===== config.mk =====
export PLATFORM = sky130hd
export DESIGN_NAME = serial_add_ctrl
export DESIGN_NICKNAME = d
export VERILOG_FILES = /design/src/rtl/serial_add_ctrl.sv
export SDC_FILE = /design/constraint.sdc
export NUM_CORES = 1
export LEC_CHECK = 0
export ABC_AREA = 1
export BUFFER_PORTS_ARGS = -buffer_cell sky130_fd_sc_hd__buf_2
export CAP_MARGIN = 20
export CORE_UTILIZATION = 49
export DETAILED_ROUTE_END_ITERATION = 8
export GPL_TIMING_DRIVEN = 0
export PLACE_DENSITY_LB_ADDON = 0.3
export SLEW_MARGIN = 10
export SYNTH_ARGS = -nofsm -noshare
export SYNTH_HDL_FRONTEND = slang
export SYNTH_SLANG_ARGS = --single-unit

===== constraint.sdc =====
create_clock -name clk -period 1.3 [get_ports clk]
set_clock_uncertainty 0.1 [all_clocks]
set_input_delay 0.325 -clock clk [delete_from_list [all_inputs] [get_ports clk]]
set_output_delay 0.325 -clock clk [all_outputs]
set_load 0.01 [all_outputs]

===== src/rtl/serial_add_ctrl.sv =====
// Bit-serial adder controller: latches two operands, adds them LSB-first through
// an internal one-bit slice with a carry flop, and presents the parallel result.
module serial_add_ctrl #(
    parameter int WIDTH = 8
) (
    input  logic             clk,
    input  logic             reset,
    input  logic             start,
    input  logic [WIDTH-1:0] a_in,
    input  logic [WIDTH-1:0] b_in,
    output logic             busy,
    output logic             done,
    output logic [WIDTH-1:0] sum,
    output logic             cout
);

    localparam int CNT_W = (WIDTH > 1) ? $clog2(WIDTH) : 1;
    localparam logic [CNT_W-1:0] LAST_BIT = CNT_W'(WIDTH - 1);

    typedef enum logic [1:0] {
        IDLE  = 2'd0,
        SHIFT = 2'd1,
        DONE  = 2'd2
    } state_t;

    state_t           state_q, state_d;
    logic [WIDTH-1:0] a_sh_q, a_sh_d;
    logic [WIDTH-1:0] b_sh_q, b_sh_d;
    logic [WIDTH-1:0] s_sh_q, s_sh_d;
    logic [WIDTH-1:0] sum_q, sum_d;
    logic [CNT_W-1:0] cnt_q, cnt_d;
    logic             carry_q, carry_d;
    logic             cout_q, cout_d;

    logic             s_bit;
    logic             c_bit;
    logic [WIDTH-1:0] s_ins;
    logic [WIDTH-1:0] s_shifted;

    function automatic logic fa_sum(input logic x, input logic y, input logic ci);
        return x ^ y ^ ci;
    endfunction

    function automatic logic fa_carry(input logic x, input logic y, input logic ci);
        return (x & y) | (x & ci) | (y & ci);
    endfunction

    // One-bit adder slice on the current LSBs
    assign s_bit = fa_sum(a_sh_q[0], b_sh_q[0], carry_q);
    assign c_bit = fa_carry(a_sh_q[0], b_sh_q[0], carry_q);

    // New sum bit enters at the MSB; written this way so WIDTH=1 needs no special case
    always_comb begin
        s_ins            = '0;
        s_ins[WIDTH-1]   = s_bit;
        s_shifted        = (s_sh_q >> 1) | s_ins;
    end

    always_comb begin
        state_d = state_q;
        a_sh_d  = a_sh_q;
        b_sh_d  = b_sh_q;
        s_sh_d  = s_sh_q;
        sum_d   = sum_q;
        cnt_d   = cnt_q;
        carry_d = carry_q;
        cout_d  = cout_q;

        case (state_q)
            IDLE: begin
                if (start) begin
                    a_sh_d  = a_in;
                    b_sh_d  = b_in;
                    carry_d = 1'b0;
                    cnt_d   = '0;
                    state_d = SHIFT;
                end
            end
            SHIFT: begin
                carry_d = c_bit;
                a_sh_d  = a_sh_q >> 1;
                b_sh_d  = b_sh_q >> 1;
                s_sh_d  = s_shifted;
                cnt_d   = cnt_q + 1'b1;
                if (cnt_q == LAST_BIT) begin
                    sum_d   = s_shifted;
                    cout_d  = c_bit;
                    state_d = DONE;
                end
            end
            DONE: begin
                state_d = IDLE;
            end
            default: begin
                state_d = IDLE;
            end
        endcase
    end

    always_ff @(posedge clk) begin
        if (reset) begin
            state_q <= IDLE;
            a_sh_q  <= '0;
            b_sh_q  <= '0;
            s_sh_q  <= '0;
            sum_q   <= '0;
            cnt_q   <= '0;
            carry_q <= 1'b0;
            cout_q  <= 1'b0;
        end else begin
            state_q <= state_d;
            a_sh_q  <= a_sh_d;
            b_sh_q  <= b_sh_d;
            s_sh_q  <= s_sh_d;
            sum_q   <= sum_d;
            cnt_q   <= cnt_d;
            carry_q <= carry_d;
            cout_q  <= cout_d;
        end
    end

    assign busy = (state_q == SHIFT) || (state_q == DONE);
    assign done = (state_q == DONE);
    assign sum  = sum_q;
    assign cout = cout_q;

endmodule


==> results of run 1 <==
## sequential cells by signal, summed over array words and instances, names as in the netlist
signal,cells
a_sh_q,8
b_sh_q,8
sum,8
s_sh_q,7
cnt_q,3
state_q,2
carry_q,1
cout,1
## layout by cell type (no fill, tap or decap), types with 8 or more instances in the layout
master    count
buf_4         9
nand3b_1     13
nor2_4       10
dfxtp_2       8
nor2_2       12
buf_2        27
a21oi_1       9
nand2_2      11
buf_6        12
nor2_1       27
nand2_1      63
dfxtp_1      30
## logic make-up (layout without fill, tap and decap cells)
| group | count (synthesis) | in the layout | share of synthesized area [%] |
|---|---|---|---|
| simple gates | 150 | 151 | 36.18 |
| flops | 38 | 38 | 42.97 |
| compound gates | 27 | 27 | 7.914 |
| buf+inv | 25 | 82 | 8.269 |
| fa+ha+maj | 6 | 6 | 4.664 |
## critical path, delay by kind of cell, from the launching register on
kind / cells / cell delay [ns]
buffers and inverters: 2 / 0.15
adders and majority gates: 1 / 0.26
DFF: 1 / 0.35
## where the power goes
group          switching [mW]  internal, mW
Sequential             0.0584          1.26
Combinational           0.690         0.620
Clock                   0.414         0.651
## cell type report
cell class                      count  share of cell area (%)
Buffer                             12                   4.575
Clock buffer                        6                   1.876
Clock inverter                      2                   2.196
Inverter                           12                   2.653
Multi-Input combinational cell    184                   42.59
Sequential cell                    38                   28.18
Tap cell                           46                   2.104
Timing Repair Buffer               48                   15.10
Timing Repair inverter              2                  0.7319
## how the worst max path moves through the flow
stage	from	end	slack [ns]
after floorplan	state_q[0]$_SDFFE_PP0P_	a_sh_q[0]$_SDFFE_PP0P_	0.01
after global placement	state_q[0]$_SDFFE_PP0P_	a_sh_q[2]$_SDFFE_PP0P_	-0.11
after detailed placement	state_q[0]$_SDFFE_PP0P_	b_sh_q[7]$_SDFFE_PP0P_	-0.12
after CTS	state_q[1]$_SDFFE_PP0P_	busy	-0.24
after global routing	state_q[1]$_SDFFE_PP0P_	busy	-0.28
final	state_q[0]$_SDFFE_PP0P_	busy	-0.24
## per-stage QoR
stage / setup TNS, ns / cells / setup WS, ns
after floorplan: 0 / 246 / 0.01442
after global placement: -2.596 / 321 / -0.1107
after detailed placement: -3.023 / 321 / -0.1233
after CTS: -3.532 / 346 / -0.2412
after global routing: -7.231 / 350 / -0.2825
final: -5.746 / 350 / -0.2435
## layer usage
metal	GRT usage (%)	part of all wire, %	up-vias
li1	-	-	893
met2	41.48	50	88
met3	7.169	7.9	19
met1	32.33	39	894
met4	15.70	2.7	0
met5	0	0	-
## repair_timing
item                                    4_1_cts  5_1_grt
pin swaps                                    17       21
gates cloned                                  7        3
endpoints found under the setup margin       39       40
buffers inserted                             10        2
resized for setup                            58       68
==> results.md, run 1 <==
Power:
- Power spread over the standard cell area amounts to ~1400 nW/um^2.
- The leakage power figure is 1.229 nW.
- The power after layout is 3.696 mW.
- The maximum VDD drop is 0.001066 V.

Run status:
- The flow ran to the end, but the final reports show violations.
- The checks that failed: setup timing.

Synth:
- The Yosys step of the flow raised 0 warnings.
- The dominant synthesized flop cell is dfxtp_1.
- Summed over all instances, the cell type with the most area after synthesis is dfxtp_1.
- In this run, synthesis inferred 0 flip-flops with an integrated enable.
- The fraction of synthesized cell area taken by the top area cell type is 42.97%.
- The proportion of synthesized chip area in sequential cells is 42.97%.
- The most common cell in the synthesized netlist is nand2_1.
- Yosys attributes the largest share of cell area to dfxtp_1, nand2_1, nor2_1, nand3b_1, a21oi_1.
- The post-synthesis cell count is roughly 250.
- In the synthesized netlist, the cells that appear most often are nand2_1, nor2_1, dfxtp_1.
- The post-synthesis average cell area is 7.197 sq um.
- The register bit count reported by yosys is 38.
- The net count after synthesis is 271.
- In the synthesized netlist the async set-or-reset flop fraction comes to 0%.
- The mapped netlist covers 1770 sq um.
- The number of library cell types mapped by synthesis is 21.

Place:
- The final HPWL from detailed placement is 2434 microns.
- In this run the tool buffered the top-level ports with 29 buffer cells.
- The global placer's final weighted congestion is 0.7422.
- The post-place instance area is 1976 sq um.

Worst hold path:
- The end point of the worst hold path is cnt_q[1]$_SDFFE_PP0P_.
- Along the worst hold path, the cell count comes to 2.
- The type of the most critical hold path is primary input to flop.
- The worst hold path begins at reset.

Worst setup path:
- For the worst setup path, the data required time is 0.88 ns.
- Counting cells, the worst reg-to-reg path comes to 6.
- Setup slack on the worst reg-to-reg path comes out at -0.21 ns.
- Traced cell by cell, the critical path runs through inv_2, ha_4, buf_6.
- The end of the worst register-to-register path is cnt_q[0]$_SDFFE_PP0P_.
- For this run, the slowest stage of the critical path takes 0.35 ns.
- The critical path in this run is classified as flop to output port.
- The kind of start point of the critical path is a flop.
- The critical path endpoint category is an output port.
- The worst reg2reg path startpoint is state_q[0]$_SDFFE_PP0P_.
- The arrival time of data at the critical path endpoint is 1.12 ns.
- The maximum fanout along the worst path is 3.
- For this design, the slowest cell found on the critical path is dfxtp_2.

Timing:
- Of the available clock period, the critical path in the final layout requires 118.7%.
- The count of final max-slew check failures is 0.
- In this run the tightest slew margin relative to its limit is approximately two thirds.
- The final count of negative-setup-slack endpoints is 41.
- The highest attainable clock frequency is about 0.65 GHz.
- The actual slew at the worst max-slew pin is 0.5086 ns.
- The final hold violation count is 0.
- The time the final worst path needs with I/O delays and setup is 1.543 ns.
- Setup repair after global routing could not meet its margin everywhere.
- Once routing completed, OpenROAD measured the worst setup slack at -0.2435 ns.
- The tightest hold margin is 0.05952 ns.

Layout:
- The proportion of layout cells with a drive suffix above 1 is 47.04%.
- The flip-flop and latch area is 770.7 sq um.
- The number of antenna cells inserted is 0.
- Cells fill 80.69% of the core in the end.
- The footprint of the multi-input gates is 1165 sq um.
- The final-layout fill cell count is 200.
- With fillers left out, the area of the finished cells amounts to 2735 sq um.
- In the final design database the tool counted 328 nets.
- Compared with the post-synthesis result, the final layout area differs by 54.49%.

Floorplanning:
- The floorplan step defined a core boundary enclosing ~3400 sq um.
- The number of placement rows is 21.
- The die outline height is 62.11 microns.
- Once the floorplan was initialized, standard cells occupied 52.23% of the core.
- The width of the die is between 60 and 70 microns.
- The die outline area is 3858 sq um.
- 30 I/O pins were placed.

Job:
- The reported max-cap violation count is 0.

Clock tree:
- Clock-pin slew was measured on the worst setup and hold paths at 0.13 ns.
- Clock tree synthesis inserted a total of 5 buffers.
- The clock insertion delay at the later pin of the skew report is ~0.35 ns.
- The clock passes through at most 2 buffers.
- The clock root buffer is clkbuf_4.
- The clock tree from TritonCTS is yes.
- The number of buffers added to fix hold violations after cts is 0.
- CTS saw 38 sinks.
- CTS built an H-tree with a depth of 2.

Drt:
- In this run the remaining antenna-violating nets after routing total 0.
- After detailed routing, the number of remaining DRC violations is 0.
- The count of vias placed by the detailed router is 1894.
- The count of routing violations after the opening detailed-route iteration is 169.
- The first detailed-routing pass took 4 iterations.
- The routed via count divided by cell count is 5.411.
- The total wire length after detailed routing is 5836 microns.
- After detailed routing, the average wire length per cell comes to 16.67 microns.

Global routing:
- The number of global-route vias before repair is approximately 1700.
- The first global-routing pass estimated approximately 7900 microns of wire.
- The number of antenna violations at the first check in global routing came to 0.
- The maximum number of pins on one net before global-route repair is 13.
- After global routing the overflow that remains totals 0.
- The total global-route track usage is 26.41%.
Power figures use the tool's default switching activity.
==> run 2: changes to the inputs <==
--- a/config.mk
+++ b/config.mk
@@ -8,7 +8,7 @@
 export ABC_AREA = 1
 export BUFFER_PORTS_ARGS = -buffer_cell sky130_fd_sc_hd__buf_2
 export CAP_MARGIN = 20
-export CORE_UTILIZATION = 49
+export CORE_UTILIZATION = 50
 export DETAILED_ROUTE_END_ITERATION = 8
 export GPL_TIMING_DRIVEN = 0
 export PLACE_DENSITY_LB_ADDON = 0.3
==> constraint.sdc (replaced) <==
create_clock -name clk -period 1.88 [get_ports clk]
set_clock_uncertainty 0.1 [all_clocks]
set_input_delay 0.47 -clock clk [delete_from_list [all_inputs] [get_ports clk]]
set_output_delay 0.47 -clock clk [all_outputs]
set_load 0.01 [all_outputs]
==> results.md, run 2 (synthesis gave the netlist of run 1 again) <==
Global routing:
- After global routing the overflow that remains totals 0.
- The maximum number of pins on one net before global-route repair is 12.
- The first global-routing pass estimated around 6000 microns of wire.
- The number of global-route vias before repair was about 1300.
- Across every metal layer, demand over resource in global routing totals 21.65%.
- The number of antenna violations at the first check in global routing came to 0.

Clock tree:
- Hold repair after CTS inserted 0 buffers.
- The clock insertion delay at the later pin of the skew report is 0.35 ns.
- The number of buffers inserted to repair setup after CTS is 0.
- The total clock sinks is 38.
- The total number of H-tree levels is 2.
- The number of instances resized during post-cts repair is 0.
- Clock-pin slew was measured on the worst setup and hold paths at around 0.11 ns.
- The TritonCTS buffer count is 5.
- The number of buffers between clock root and the deepest sink is 2.
- The cell sitting at the root of the clock tree is a clkbuf_4.
- TritonCTS built the clock tree.

Drt:
- Once detail routing completed, the nets flagged for antenna violations numbered 0.
- Dividing the detail-routed wire length by the instance count gives 10.94 microns.
- The count of vias placed by the detailed router is 1607.
- For this run, the detailed router's first-pass iteration total came to 4.
- The routed via count divided by cell count is 4.899.
- The total wire length after detailed routing is about 3600 microns.
- The count of routing violations after the opening detailed-route iteration is 75.
- After detailed routing, the number of remaining DRC violations is 0.

Timing:
- The time the final worst path needs with I/O delays and setup is 1.782 ns.
- The highest attainable clock frequency is 0.5613 GHz.
- The total negative slack for setup checks is 0 ns.
- The count of final max-slew check failures was 0.
- The final count of negative-setup-slack endpoints is 0.
- The relative max-transition margin is 68.99%.
- The final hold violation count is 0.
- The actual slew at the worst max-slew pin is 0.4652 ns.
- Setup repair after global routing left no endpoint under its margin.
- The share of the clock period used by the worst path after layout is 94.76%.
- Final hold analysis gives a worst-case slack of 0.2107 ns.

Place:
- The count of input and output buffers is 29.
- The final HPWL from detailed placement is between 2000 and 3000 microns.
- After detailed placement, the design holds a cell count of 321.
- The global placer's final weighted congestion is 0.7565.
- The post-place instance area is 1973 sq um.

Floorplanning:
- The width of the die is 61.51 microns.
- For this design the top-level I/O count stands at 30.
- For this configuration, the core starts out at a cell density of 52.64%.
- The region available for standard cell placement spans ~3400 sq um.
- The number of placement rows is 21.
- The die outline height is 61.51 microns.
- The die outline area is 3783 sq um.

Power:
- Per report_power, the combinational group accounts for 26.2% of the total.
- The total power divided by cell area is approximately 870 nW/um^2.
- Sequential cells account for 51.4% of the total power.
- The portion of total power attributed to the clock network is between 20% and 30%.
- VDD sags by at most between 0.0003 and 0.0004 V.
- In this run switching power makes up between 30% and 40% of total power.
- Cell internal power was estimated by the tool at roughly 1.2 mW.
- For this design the total switching power over the nets is 0.5629 mW.
- The leakage power figure is 0.9929 nW.

Worst setup path:
- The slowest stage of the critical path belongs to the cell dfxtp_1.
- The critical path is of the flop to output port type.
- Grouping stages by cell kind, the critical path spends the most delay in flip-flops.
- The critical path endpoint category is an output port.
- For the worst setup path, the data arrival time is 1.21 ns.
- The endpoint required time on the critical path is roughly 1.3 ns.
- Walking the worst path, the cells encountered are inv_1, ha_1, buf_2.
- Of all nets on the critical path, the largest fanout is 3.
- STA classifies the critical path startpoint as a flop.
- The number of buffers and inverters on the critical path is 2.
- In this design, the stage delay of the slowest critical-path cell is 0.35 ns.

Layout:
- The number of antenna diodes in the final layout is 0.
- The core utilization of the finished layout is 60.08%.
- The filler cells instantiated in the layout total 346.
- The post-layout net count is between 300 and 400.
- Of the cells placed in the final design, the portion with a size suffix greater than 1 is 18.44%.
- The final cell area excluding filler cells is 2021 sq um.
- The commonest non-fill, non-tap cell in the layout is nand2_1.
- In the layout the commonest cells are nand2_1, nor2_1, dfxtp_1.
- The finished layout holds 328 standard cells, fillers aside.
- The growth of design area from synthesis to finish is 14.13%.

Run status:
- The flow ran to the end, and the final reports show no timing, DRC or antenna violations.

Worst hold path:
- The path class of the tightest hold or removal check is primary input to flop.

Job:
- Max-cap violations in this run came to 0.
run 2: routing by layer:
| metal | track usage, % | up-vias | routed length, microns |
|---|---|---|---|
| li1 | - | 848 | - |
| met1 | 26.62 | 727 | 1637 |
| met2 | 35.18 | 28 | 1769 |
| met3 | 5.042 | 4 | 147 |
| met4 | 11.43 | 0 | 34 |
| met5 | 0 | - | 0 |
run 2: worst register-to-register path, delay by kind of cell, from the launching register on:
family,cells,cell delay [ns]
flops,1,0.37
simple gates,3,0.35
fa+ha+maj,1,0.20
buf+inv,3,0.48
run 2: power by group through the flow:
stage | logic [mW] | registers [mW] | clock network (mW)
finish | 0.461 | 0.902 | 0.394
global route | 0.529 | 0.909 | 0.439
CTS | 0.468 | 0.903 | 0.407
detailed placement | 0.464 | 0.921 | 0
global placement | 0.457 | 0.918 | 0
floorplan | 0.362 | 0.913 | 0
run 2: final cells by class:
class                           instances  area, sq um  share of cell area (%)
Multi-Input combinational cell        183        863.3                   42.72
Clock buffer                            5        37.54                   1.858
Clock inverter                          2        10.01                  0.4954
Tap cell                               46        57.56                   2.848
Sequential cell                        38        760.7                   37.65
Buffer                                 13        98.84                   4.892
Timing Repair Buffer                   29        145.1                   7.183
Inverter                               12        47.55                   2.353
run 2: path summary, 6_finish.rpt:
| check | from | cells after the start | slack (ns) | to |
|---|---|---|---|---|
| setup / recovery | state_q[0]$_SDFFE_PP0P_ | 3 | 0.1 | busy |
| hold / removal | reset | 2 | 0.21 | cnt_q[1]$_SDFFE_PP0P_ |
| setup reg to reg | state_q[1]$_SDFFE_PP0P_ | 7 | 0.29 | sum[4]$_SDFFE_PP0P_ |
| hold reg to reg | s_sh_q[1]$_SDFFE_PP0P_ | 2 | 0.36 | s_sh_q[1]$_SDFFE_PP0P_ |
run 2: stage by stage:
stage          total power, mW  worst slack [ns]
3_5_place_dp             1.384            0.2781
5_1_grt                  1.877           0.04188
2_1_floorplan            1.274            0.5164
6_report                 1.757           0.09849
4_1_cts                  1.778           0.08724
3_3_place_gp             1.375            0.3194
==> run 3: changes to the inputs <==
--- a/config.mk
+++ b/config.mk
@@ -10,7 +10,7 @@
 export CAP_MARGIN = 20
 export CORE_UTILIZATION = 50
 export DETAILED_ROUTE_END_ITERATION = 8
-export GPL_TIMING_DRIVEN = 0
+export GPL_TIMING_DRIVEN = 1
 export PLACE_DENSITY_LB_ADDON = 0.3
 export SLEW_MARGIN = 10
 export SYNTH_ARGS = -nofsm -noshare
==> results.md, run 3 (synthesis gave the netlist of run 1 again) <==
Run status:
- The flow ran to the end, and the final reports show no timing, DRC or antenna violations.

Floorplanning:
- The placeable core region is roughly 3400 sq um.
- The floorplan has 21 rows.
- The width of the die is a little over 60 microns.
- The die outline height is 61.51 microns.
- For this configuration, the core starts out at a cell density of between 50 and 60%.
- The die outline area is between 3000 and 4000 sq um.
- The count of pins on the block boundary is 30.

Worst setup path:
- At the worst endpoint, the arrival time is 1.20 ns.
- The critical path starts at state_q[0]$_SDFFE_PP0P_.
- STA classifies the critical path endpoint as an output port.
- STA classifies the critical path startpoint as a flop.
- The worst reg2reg path startpoint is state_q[1]$_SDFFE_PP0P_.
- The type of the worst setup path is flop to output port.
- Of all nets on the critical path, the largest fanout is 3.
- At the worst endpoint, the required time is 1.31 ns.
- The setup slack of the most critical reg-to-reg path is ~0.30 ns.
- The critical path ends at busy.
- In this run the critical register-to-register path is captured at sum[4]$_SDFFE_PP0P_.
- The depth of the worst register-to-register path is 6.

Place:
- In this run the cell area measured after placement is 1927 sq um.
- The count of input and output buffers is 29.
- Once detailed placement completed, the half-perimeter wirelength came to 2262 microns.
- The congestion estimate from routability-driven global placement came to 0.7431.

Worst hold path:
- The min-delay analysis places its worst path in the category primary input to flop.
- The hold path startpoint is b_in[7].

Global routing:
- The total global routing overflow is 0.
- Global routing consumed, over all layers together, 19.96% of the routing resources.
- The number of global-route vias before repair is roughly 1300.
- The maximum number of pins on one net before global-route repair is 27.
- The number of antenna violations at the first check in global routing is 0.
- The first global-routing pass estimated 5506 microns of wire.

Power:
- Total power for the finished layout comes to 2.025 mW.
- The total power divided by cell area is 995.9 nW/um^2.
- The maximum VDD drop is just under 0.0005 V.
- Sequential cells account for around 45% of the total power.
- The combinational power share is between 20% and 30%.
- The switching power is 0.5754 mW.
- Of the total power, the clock network draws roughly a third.
- The cell-internal power is between 1 and 1.5 mW.
- Net switching is 28.41% of the power.
- Summed over all cells, the static leakage comes to 0.9933 nW.

Timing:
- After routing, the total negative slack on setup checks comes to 0 ns.
- The relative max-transition margin is around 75%.
- Setup violations remaining at the end of the flow were counted as 0.
- The final critical path takes up 94.34% of the cycle.
- The highest attainable clock frequency is 0.5638 GHz.
- The time the final worst path needs with I/O delays and setup is roughly 1.8 ns.
- Setup repair after global routing left no endpoint under its margin.
- The actual slew at the worst max-slew pin is 0.3806 ns.
- The final hold violation count is 0.
- The count of final max-slew check failures came to 0.

Clock tree:
- The clock tree from TritonCTS is yes.
- The tree built by TritonCTS fans out to 38 sinks.
- Counting along the longest clock path gives a buffer depth of 2.
- The TritonCTS buffer count is 5.
- CTS built an H-tree with a depth of 2.
- Clock-pin slew was measured on the worst setup and hold paths at 0.13 ns.
- The number of buffers inserted to repair setup after CTS is 0.
- The clock reaches the later pin of the worst-skew pair after 0.36 ns.
- Post-CTS repair changed the size of 0 cells.
- Clock tree synthesis selected as its root buffer the cell clkbuf_4.
- Hold repair after CTS inserted 0 buffers.

Layout:
- Relative to the synthesized area, the layout overhead comes to 14.84%.
- Cells with a size suffix above 1 make up 17.69% of the layout.
- The multi-input combinational cells in the finished layout cover a total of 863.3 sq um.
- The commonest non-fill, non-tap cell in the layout is nand2_1.
- In the final layout, flip-flops and latches occupy about 760 sq um.
- 0 antenna diodes ended up in the layout.
- The final-layout fill cell count is 339.
- The post-layout net count is 301.
- The final cell area excluding filler cells is 2033 sq um.
- In the layout the commonest cells are nand2_1, nor2_1, dfxtp_1.

Drt:
- The first detailed-routing pass ran for 4 iterations.
- The detailed router placed 1562 vias in this run.
- The number of DRC violations after detailed routing is 0.
- The detail route stage leaves a number of antenna-violating nets equal to 0.
- After detailed routing, the average wire length per cell comes to 10.35 microns.
- The total wire length after detailed routing is between 3000 and 4000 microns.
- Using the TritonRoute via totals, the vias-per-cell ratio works out to 4.836.
- The count of routing violations after the opening detailed-route iteration is ~110.

Job:
- Max-cap violations in this run came to 0.
## run 3: how the worst min path moves through the flow
stage / slack (ns) / endpoint / depth (start not counted)
floorplan: 0.34 / s_sh_q[1]$_SDFFE_PP0P_ / 2
global placement: 0.36 / s_sh_q[1]$_SDFFE_PP0P_ / 2
detailed placement: 0.36 / s_sh_q[1]$_SDFFE_PP0P_ / 2
CTS: 0.27 / b_sh_q[7]$_SDFFE_PP0P_ / 3
global route: 0.31 / b_sh_q[7]$_SDFFE_PP0P_ / 3
finish: 0.27 / b_sh_q[7]$_SDFFE_PP0P_ / 3
## run 3: metrics by stage
step	utilization (%)	hold slack [ns]	instances	setup slack [ns]
6_report	60.45	0.2695	323	0.1064
5_1_grt	60.45	0.3139	323	0.03684
4_1_cts	60.45	0.2680	323	0.09975
3_5_place_dp	57.29	0.3553	315	0.3093
3_3_place_gp	57.29	0.3584	315	0.3222
2_1_floorplan	-	0.3358	246	0.5164
## run 3: cell type report
type / instances / share of cell area [%]
repair buffers: 36 / 9.723
clock inverters: 3 / 3.385
clock buffers: 5 / 1.846
multi-input cells: 183 / 42.46
inverters: 12 / 2.338
flip-flops and latches: 38 / 37.42
well taps: 46 / 2.831
## run 3: routing by layer
metal  share of wire (%)  track usage [%]  up-vias
met1                  50            26.61      683
met2                  42            30.57       35
met4                 2.2            8.571        0
met5                   0                0        -
met3                 5.3            5.042        7
li1                    -                -      837
## run 3: worst max-delay path, stage by stage (launching register included)
cell and delay [ns]:
dfxtp_1 0.35, inv_1 0.07, ha_1 0.28, buf_2 0.14
## run 3: power by group through the flow
stage	clock network, mW	logic, mW	registers (mW)
2_1_floorplan	0	0.362	0.913
3_3_place_gp	0	0.417	0.920
3_5_place_dp	0	0.419	0.921
4_1_cts	0.704	0.421	0.904
5_1_grt	0.739	0.489	0.914
6_report	0.704	0.417	0.903
